===== config.mk =====
export PLATFORM = sky130hd
export DESIGN_NAME = efpga_ci_bridge_flat
export DESIGN_NICKNAME = d
export VERILOG_FILES = /design/src/rtl/efpga_ci_if.sv /design/src/rtl/efpga_ci_bridge.sv /design/src/flat_wrapper.sv
export SDC_FILE = /design/constraint.sdc
export NUM_CORES = 1
export LEC_CHECK = 0
export ABC_CLOCK_PERIOD_IN_PS = 2630
export BUFFER_PORTS_ARGS = -buffer_cell sky130_fd_sc_hd__buf_2
export CAP_MARGIN = 25
export CELL_PAD_IN_SITES_DETAIL_PLACEMENT = 0
export CELL_PAD_IN_SITES_GLOBAL_PLACEMENT = 1
export CORE_MARGIN = 10
export CORE_UTILIZATION = 35
export DETAILED_ROUTE_END_ITERATION = 6
export HOLD_SLACK_MARGIN = 0.1
export MAX_ROUTING_LAYER = met4
export PLACE_DENSITY_LB_ADDON = 0.1
export SLEW_MARGIN = 20
export SYNTH_ARGS = -nofsm -noshare
export SYNTH_HDL_FRONTEND = slang
export SYNTH_SLANG_ARGS = --single-unit

===== constraint.sdc =====
create_clock -name clk -period 2.63 [get_ports clk]
set_clock_uncertainty 0.2 [all_clocks]
set_input_delay 0.263 -clock clk [delete_from_list [all_inputs] [get_ports clk]]
set_output_delay 0.263 -clock clk [all_outputs]
set_load 0.1 [all_outputs]

===== src/rtl/efpga_ci_if.sv =====
// Bundle of the core request/response channel and the eFPGA fabric signals.
// The slave modport is the bridge's view; master is the core plus fabric side.
interface efpga_ci_if;
  logic        req_valid_i;
  logic        req_ready_o;
  logic [31:0] req_operand_a_i;
  logic [31:0] req_operand_b_i;
  logic [1:0]  req_operator_i;
  logic [3:0]  req_delay_i;
  logic        rsp_valid_o;
  logic        rsp_ready_i;
  logic [31:0] rsp_result_o;
  logic        rsp_timeout_o;
  logic [31:0] eFPGA_operand_a_o;
  logic [31:0] eFPGA_operand_b_o;
  logic [1:0]  eFPGA_operator_o;
  logic [3:0]  eFPGA_delay_o;
  logic        eFPGA_en_o;
  logic        eFPGA_write_strobe_o;
  logic [31:0] eFPGA_result_a_i;
  logic [31:0] eFPGA_result_b_i;
  logic [31:0] eFPGA_result_c_i;
  logic        eFPGA_fpga_done_i;

  modport slave (
    input  req_valid_i, req_operand_a_i, req_operand_b_i, req_operator_i, req_delay_i,
    input  rsp_ready_i, eFPGA_result_a_i, eFPGA_result_b_i, eFPGA_result_c_i, eFPGA_fpga_done_i,
    output req_ready_o, rsp_valid_o, rsp_result_o, rsp_timeout_o,
    output eFPGA_operand_a_o, eFPGA_operand_b_o, eFPGA_operator_o, eFPGA_delay_o,
    output eFPGA_en_o, eFPGA_write_strobe_o
  );

  modport master (
    output req_valid_i, req_operand_a_i, req_operand_b_i, req_operator_i, req_delay_i,
    output rsp_ready_i, eFPGA_result_a_i, eFPGA_result_b_i, eFPGA_result_c_i, eFPGA_fpga_done_i,
    input  req_ready_o, rsp_valid_o, rsp_result_o, rsp_timeout_o,
    input  eFPGA_operand_a_o, eFPGA_operand_b_o, eFPGA_operator_o, eFPGA_delay_o,
    input  eFPGA_en_o, eFPGA_write_strobe_o
  );
endinterface


===== src/rtl/efpga_ci_bridge.sv =====
// Single-outstanding handshake bridge from the Ibex custom-instruction port to the eFPGA.
// Optional done-mode timeout enabled by defining EFPGA_CI_TIMEOUT_EN.
module efpga_ci_bridge #(
  parameter int unsigned TIMEOUT_CYCLES = 256
) (
  input  logic        clk,
  input  logic        reset,
  efpga_ci_if.slave   bus
);

`ifdef EFPGA_CI_TIMEOUT_EN
  localparam int CNT_W = 16;
`else
  localparam int CNT_W = 4;
`endif

  if (TIMEOUT_CYCLES < 1 || TIMEOUT_CYCLES > 65535) begin : g_bad_timeout
    $error("efpga_ci_bridge: TIMEOUT_CYCLES out of range 1..65535");
  end

  typedef enum logic [1:0] {IDLE, ISSUE, WAIT, RESP} state_t;

  state_t           state_reg;
  logic [CNT_W-1:0] count_reg;
  logic             ready_reg;
  logic             rsp_valid_reg;
  logic [31:0]      result_reg;
  logic [31:0]      operand_a_reg;
  logic [31:0]      operand_b_reg;
  logic [1:0]       operator_reg;
  logic [3:0]       delay_reg;
  logic             en_reg;
  logic             strobe_reg;
  logic [31:0]      selected_result;
  logic             delay_hit;
  logic             done_hit;
  logic             timeout_hit;
  logic [CNT_W-1:0] count_load;

  always_comb begin
    selected_result = bus.eFPGA_result_a_i;
    case (operator_reg)
      2'd0: selected_result = bus.eFPGA_result_a_i;
      2'd1: selected_result = bus.eFPGA_result_b_i;
      2'd2: selected_result = bus.eFPGA_result_c_i;
      2'd3: selected_result = bus.eFPGA_result_a_i ^ bus.eFPGA_result_b_i;
      default: selected_result = bus.eFPGA_result_a_i;
    endcase
  end

  assign delay_hit = (delay_reg != 4'd0) && (count_reg == CNT_W'(1));
  // Done takes priority over an expiring timeout in the same cycle.
  assign done_hit  = (delay_reg == 4'd0) && bus.eFPGA_fpga_done_i;

`ifdef EFPGA_CI_TIMEOUT_EN
  logic timeout_reg;
  assign timeout_hit = (delay_reg == 4'd0) && !bus.eFPGA_fpga_done_i && (count_reg == CNT_W'(1));
  assign count_load  = (delay_reg != 4'd0) ? CNT_W'(delay_reg) : CNT_W'(TIMEOUT_CYCLES);
  assign bus.rsp_timeout_o = timeout_reg;
`else
  assign timeout_hit = 1'b0;
  assign count_load  = CNT_W'(delay_reg);
  assign bus.rsp_timeout_o = 1'b0;
`endif

  always_ff @(posedge clk or negedge reset) begin
    if (!reset) begin
      state_reg     <= IDLE;
      count_reg     <= '0;
      ready_reg     <= 1'b0;
      rsp_valid_reg <= 1'b0;
      result_reg    <= '0;
      operand_a_reg <= '0;
      operand_b_reg <= '0;
      operator_reg  <= '0;
      delay_reg     <= '0;
      en_reg        <= 1'b0;
      strobe_reg    <= 1'b0;
`ifdef EFPGA_CI_TIMEOUT_EN
      timeout_reg   <= 1'b0;
`endif
    end else begin
      strobe_reg <= 1'b0;
      case (state_reg)
        IDLE: begin
          ready_reg <= 1'b1;
          if (ready_reg && bus.req_valid_i) begin
            operand_a_reg <= bus.req_operand_a_i;
            operand_b_reg <= bus.req_operand_b_i;
            operator_reg  <= bus.req_operator_i;
            delay_reg     <= bus.req_delay_i;
            ready_reg     <= 1'b0;
            strobe_reg    <= 1'b1;
            en_reg        <= 1'b1;
            state_reg     <= ISSUE;
          end
        end
        ISSUE: begin
          count_reg <= count_load;
          state_reg <= WAIT;
        end
        WAIT: begin
          count_reg <= count_reg - CNT_W'(1);
          if (delay_hit || done_hit) begin
            result_reg    <= selected_result;
            rsp_valid_reg <= 1'b1;
            en_reg        <= 1'b0;
            state_reg     <= RESP;
`ifdef EFPGA_CI_TIMEOUT_EN
            timeout_reg   <= 1'b0;
`endif
          end else if (timeout_hit) begin
            result_reg    <= '0;
            rsp_valid_reg <= 1'b1;
            en_reg        <= 1'b0;
            state_reg     <= RESP;
`ifdef EFPGA_CI_TIMEOUT_EN
            timeout_reg   <= 1'b1;
`endif
          end
        end
        RESP: begin
          if (bus.rsp_ready_i) begin
            rsp_valid_reg <= 1'b0;
            ready_reg     <= 1'b1;
            state_reg     <= IDLE;
          end
        end
        default: state_reg <= IDLE;
      endcase
    end
  end

  assign bus.req_ready_o          = ready_reg;
  assign bus.rsp_valid_o          = rsp_valid_reg;
  assign bus.rsp_result_o         = result_reg;
  assign bus.eFPGA_operand_a_o    = operand_a_reg;
  assign bus.eFPGA_operand_b_o    = operand_b_reg;
  assign bus.eFPGA_operator_o     = operator_reg;
  assign bus.eFPGA_delay_o        = delay_reg;
  assign bus.eFPGA_en_o           = en_reg;
  assign bus.eFPGA_write_strobe_o = strobe_reg;

endmodule


===== src/flat_wrapper.sv =====
// flat-port wrapper written by rule: the top's interface ports become plain ports
module efpga_ci_bridge_flat 
#(
  parameter int unsigned TIMEOUT_CYCLES = 256
)
  (clk, reset, bus_req_valid_i, bus_req_operand_a_i, bus_req_operand_b_i, bus_req_operator_i, bus_req_delay_i, bus_rsp_ready_i, bus_eFPGA_result_a_i, bus_eFPGA_result_b_i, bus_eFPGA_result_c_i, bus_eFPGA_fpga_done_i, bus_req_ready_o, bus_rsp_valid_o, bus_rsp_result_o, bus_rsp_timeout_o, bus_eFPGA_operand_a_o, bus_eFPGA_operand_b_o, bus_eFPGA_operator_o, bus_eFPGA_delay_o, bus_eFPGA_en_o, bus_eFPGA_write_strobe_o);
  efpga_ci_if bus_i ();
  input  logic clk;
  input  logic reset;
  input wire logic [$bits(bus_i.req_valid_i)-1:0] bus_req_valid_i;
  input wire logic [$bits(bus_i.req_operand_a_i)-1:0] bus_req_operand_a_i;
  input wire logic [$bits(bus_i.req_operand_b_i)-1:0] bus_req_operand_b_i;
  input wire logic [$bits(bus_i.req_operator_i)-1:0] bus_req_operator_i;
  input wire logic [$bits(bus_i.req_delay_i)-1:0] bus_req_delay_i;
  input wire logic [$bits(bus_i.rsp_ready_i)-1:0] bus_rsp_ready_i;
  input wire logic [$bits(bus_i.eFPGA_result_a_i)-1:0] bus_eFPGA_result_a_i;
  input wire logic [$bits(bus_i.eFPGA_result_b_i)-1:0] bus_eFPGA_result_b_i;
  input wire logic [$bits(bus_i.eFPGA_result_c_i)-1:0] bus_eFPGA_result_c_i;
  input wire logic [$bits(bus_i.eFPGA_fpga_done_i)-1:0] bus_eFPGA_fpga_done_i;
  output wire logic [$bits(bus_i.req_ready_o)-1:0] bus_req_ready_o;
  output wire logic [$bits(bus_i.rsp_valid_o)-1:0] bus_rsp_valid_o;
  output wire logic [$bits(bus_i.rsp_result_o)-1:0] bus_rsp_result_o;
  output wire logic [$bits(bus_i.rsp_timeout_o)-1:0] bus_rsp_timeout_o;
  output wire logic [$bits(bus_i.eFPGA_operand_a_o)-1:0] bus_eFPGA_operand_a_o;
  output wire logic [$bits(bus_i.eFPGA_operand_b_o)-1:0] bus_eFPGA_operand_b_o;
  output wire logic [$bits(bus_i.eFPGA_operator_o)-1:0] bus_eFPGA_operator_o;
  output wire logic [$bits(bus_i.eFPGA_delay_o)-1:0] bus_eFPGA_delay_o;
  output wire logic [$bits(bus_i.eFPGA_en_o)-1:0] bus_eFPGA_en_o;
  output wire logic [$bits(bus_i.eFPGA_write_strobe_o)-1:0] bus_eFPGA_write_strobe_o;
  assign bus_i.req_valid_i = bus_req_valid_i;
  assign bus_i.req_operand_a_i = bus_req_operand_a_i;
  assign bus_i.req_operand_b_i = bus_req_operand_b_i;
  assign bus_i.req_operator_i = bus_req_operator_i;
  assign bus_i.req_delay_i = bus_req_delay_i;
  assign bus_i.rsp_ready_i = bus_rsp_ready_i;
  assign bus_i.eFPGA_result_a_i = bus_eFPGA_result_a_i;
  assign bus_i.eFPGA_result_b_i = bus_eFPGA_result_b_i;
  assign bus_i.eFPGA_result_c_i = bus_eFPGA_result_c_i;
  assign bus_i.eFPGA_fpga_done_i = bus_eFPGA_fpga_done_i;
  assign bus_req_ready_o = bus_i.req_ready_o;
  assign bus_rsp_valid_o = bus_i.rsp_valid_o;
  assign bus_rsp_result_o = bus_i.rsp_result_o;
  assign bus_rsp_timeout_o = bus_i.rsp_timeout_o;
  assign bus_eFPGA_operand_a_o = bus_i.eFPGA_operand_a_o;
  assign bus_eFPGA_operand_b_o = bus_i.eFPGA_operand_b_o;
  assign bus_eFPGA_operator_o = bus_i.eFPGA_operator_o;
  assign bus_eFPGA_delay_o = bus_i.eFPGA_delay_o;
  assign bus_eFPGA_en_o = bus_i.eFPGA_en_o;
  assign bus_eFPGA_write_strobe_o = bus_i.eFPGA_write_strobe_o;
  efpga_ci_bridge #(.TIMEOUT_CYCLES(TIMEOUT_CYCLES)) u_core (.clk(clk), .reset(reset), .bus(bus_i));
endmodule

==> out/summary.txt <==
Critical path data required time = 2.67 ns
Worst reg-to-reg path cell count = 5
Mapped Cells = 457
Total of max-cap violations = 0
Via count = 4689
Max incr delay on CP = 0.43 ns
Core footprint = 15710 sq um
Share of post-route cells with drive strength above 1 = 0.5131
Ys Warns = 0
Initial core utilization = 0.3543
Setup crit start kind = flip-flop
FILL cells = 1451
Tcrit/Tclk final = 0.8682
CP Launch Point = u_core.bus.eFPGA_delay_o[2]
CP Class = flip-flop to flip-flop
Die Y = 146.1 um
Clock tree buffer depth = 2
Fin. max-slew vios = 0
Hold Path Origin = bus_eFPGA_result_c_i[6]
Worst-Skew Late Latency = 0.36 ns
DIE WIDTH = 146.1 um
Crit path cell chain = nor4_4 > mux2_4 > nand2_4 > buf_12 > mux2_4
Finish-stage setup viols = 0
Reg-to-reg startpoint = u_core.bus.eFPGA_delay_o[2]
Multi-input gate area = 2594 sq um
TritonCTS clock tree = built
Clock Sink Count = 112
PortBufs = 276
# nets final = 970
Yosys reg bits = 112
Post-CTS Resized = 0
Final min period = 2.283 ns
Overall routed net length = 17.16 mm
Critical R2R Capture = u_core.bus.rsp_result_o[11]
Final Wtd Congestion = 0.7762
CTS Buf Count = 9
Gr usage total = 0.1619
Syn nets = 633
Routed Antenna Nets = 0
IO Pins = 278
WL per Instance = 16.88 um
Pin count of the biggest net entering global routing = 61
Crit. End Element = flip-flop
Worst EP arrival = 2.32 ns
Cell Rows = 46
Slew HR = 0.5984
Syn_area_per_cell = 12.18 sq um
Worst Tran Pin Value = 0.6024 ns
Detail-routed via count per cell = 4.611
Antenna violations before repair = 2
Grt met2 use = 0.2847
Inst Count DP = 926
Starting DRC count in detailed routing = 175
Register area share after synthesis = 0.5035
Hold WC Path Type = input pin to flip-flop
Total gr overflow = 0
Critical path's slowest cell = dfrtp_1
First-pass DRT Iterations = 4
Non-filler cells, final = 1017
Register clock-pin slew on the reported worst setup and hold paths = 0.07 ns
Flop-to-flop setup slack = 0.35 ns
M1 GR Usage = 0.1723
Total Neg Setup Slack = 0 ns
Full die area = 21350 sq um
WHS = 0.1277 ns
Met3 Usage GRT = 0.04975
CP Capture Point = u_core.bus.rsp_result_o[11]
DRC viols = 0
Register Area = 2805 sq um
RSZ-0062 raised after global routing = no
Clk root buf = clkbuf_16
Endpoints failing hold = 0
GR peak layer = met2
Mapped Area = 5567 sq um
Cell mode on critical path = mux2_4
Synth-to-layout area growth = 49.04%
Vias in the first global route = 5116
Critical path peak fanout = 22
Run status = completed
Htree depth = 3
Post-DP HPWL = 13.15 mm
First-pass GRT wire length = 27.25 mm
Fmax achieved = 438.0 MHz
Count of distinct cell types in the synthesized netlist = 32
## synth_stat cells, drive strengths merged
cell type  instances  share of area
o21ai              6         0.0054
nand3              2         0.0018
nor3b              1         0.0013
mux2i              1         0.0018
o211ai             3         0.0040
nor3               1        0.00090
conb               1        0.00067
clkbuf            17          0.011
nor4               1         0.0038
a21oi             35          0.031
o31ai              1         0.0013
a221o              1         0.0018
a211oi            32          0.043
nor2b             34          0.038
nand2             40          0.028
buf               15          0.017
o22ai              2         0.0022
ha                 5          0.011
and3               1         0.0011
nand3b             1         0.0013
a22o               1         0.0016
xor2              32          0.050
nor2               3         0.0020
dfrtp            112           0.50
mux2             104           0.23
nand2b             1         0.0011
inv                4         0.0027
## per-layer routing
layer  vias to the layer above  part of all wire
li1                       2278                 -
met1                      2261              0.41
met2                       138              0.52
met3                        12             0.057
met4                         0             0.013
met5                         -                 0
## placed cells by master (no fill, tap or decap), drive strengths merged, types with 2 or more instances in the layout
master / n
mux2: 104
nand3: 2
o211ai: 3
clkbuf: 10
xor2: 32
nor2b: 34
buf: 285
ha: 5
dlygate4sd3: 73
o22ai: 2
bufinv: 3
dfrtp: 112
a21oi: 35
a211oi: 32
o21ai: 6
nor2: 3
nand2: 40
inv: 6
diode: 2
## worst min-delay path by stage
stage	end	depth (start not counted)
floorplan	u_core.bus.eFPGA_delay_o[0]	0
global placement	u_core.bus.rsp_result_o[19]	1
detailed placement	u_core.bus.rsp_result_o[19]	1
CTS	u_core.bus.rsp_valid_o	3
global route	u_core.bus.rsp_valid_o	3
finish	u_core.bus.rsp_result_o[6]	4
## kinds of logic after synthesis
logic type                 count (synthesis)  share of synthesized area
and+or+nand+nor                           85                    0.08002
xor gates and xnor gates                  32                    0.05035
buffers and inverters                     36                    0.03079
DFF                                      112                     0.5035
AOI/OAI and AO/OA                         81                    0.09103
adders and majority gates                  5                    0.01124
other                                      1                  0.0006737
muxes                                    105                     0.2324
## what timing repair did
item	CTS	global route
setup buffers	0	0
hold endpoints to repair	184	0
setup endpoints to repair	0	0
hold buffers	73	0
## final cells by class
cell class / instances / area share
clock buffers: 10 / 0.02880
multi-input cells: 309 / 0.3126
well taps: 216 / 0.03257
diodes: 2 / 0.0006032
repair buffers: 358 / 0.2705
clock inverters: 6 / 0.01493
flip-flops and latches: 112 / 0.3381
inverters: 4 / 0.001810
## critical path, delay by kind of cell, from the launching register on
family | cells | cell delay [ns]
muxes | 2 | 0.68
buffers and inverters | 1 | 0.25
DFF | 1 | 0.43
and+or+nand+nor | 2 | 0.59
## metrics by stage
stage	instance area, sq um	setup WS, ns	utilization
global placement	7198	0.4007	0.4581
detailed placement	7198	0.3516	0.4581
floorplan	5567	0.1657	-
global route	8297	0.2362	0.5280
finish	8297	0.3467	0.5280
CTS	8292	0.3152	0.5277
Power is not shown: default switching activity piles up to over one toggle a cycle in this logic, so the estimate is an artifact.
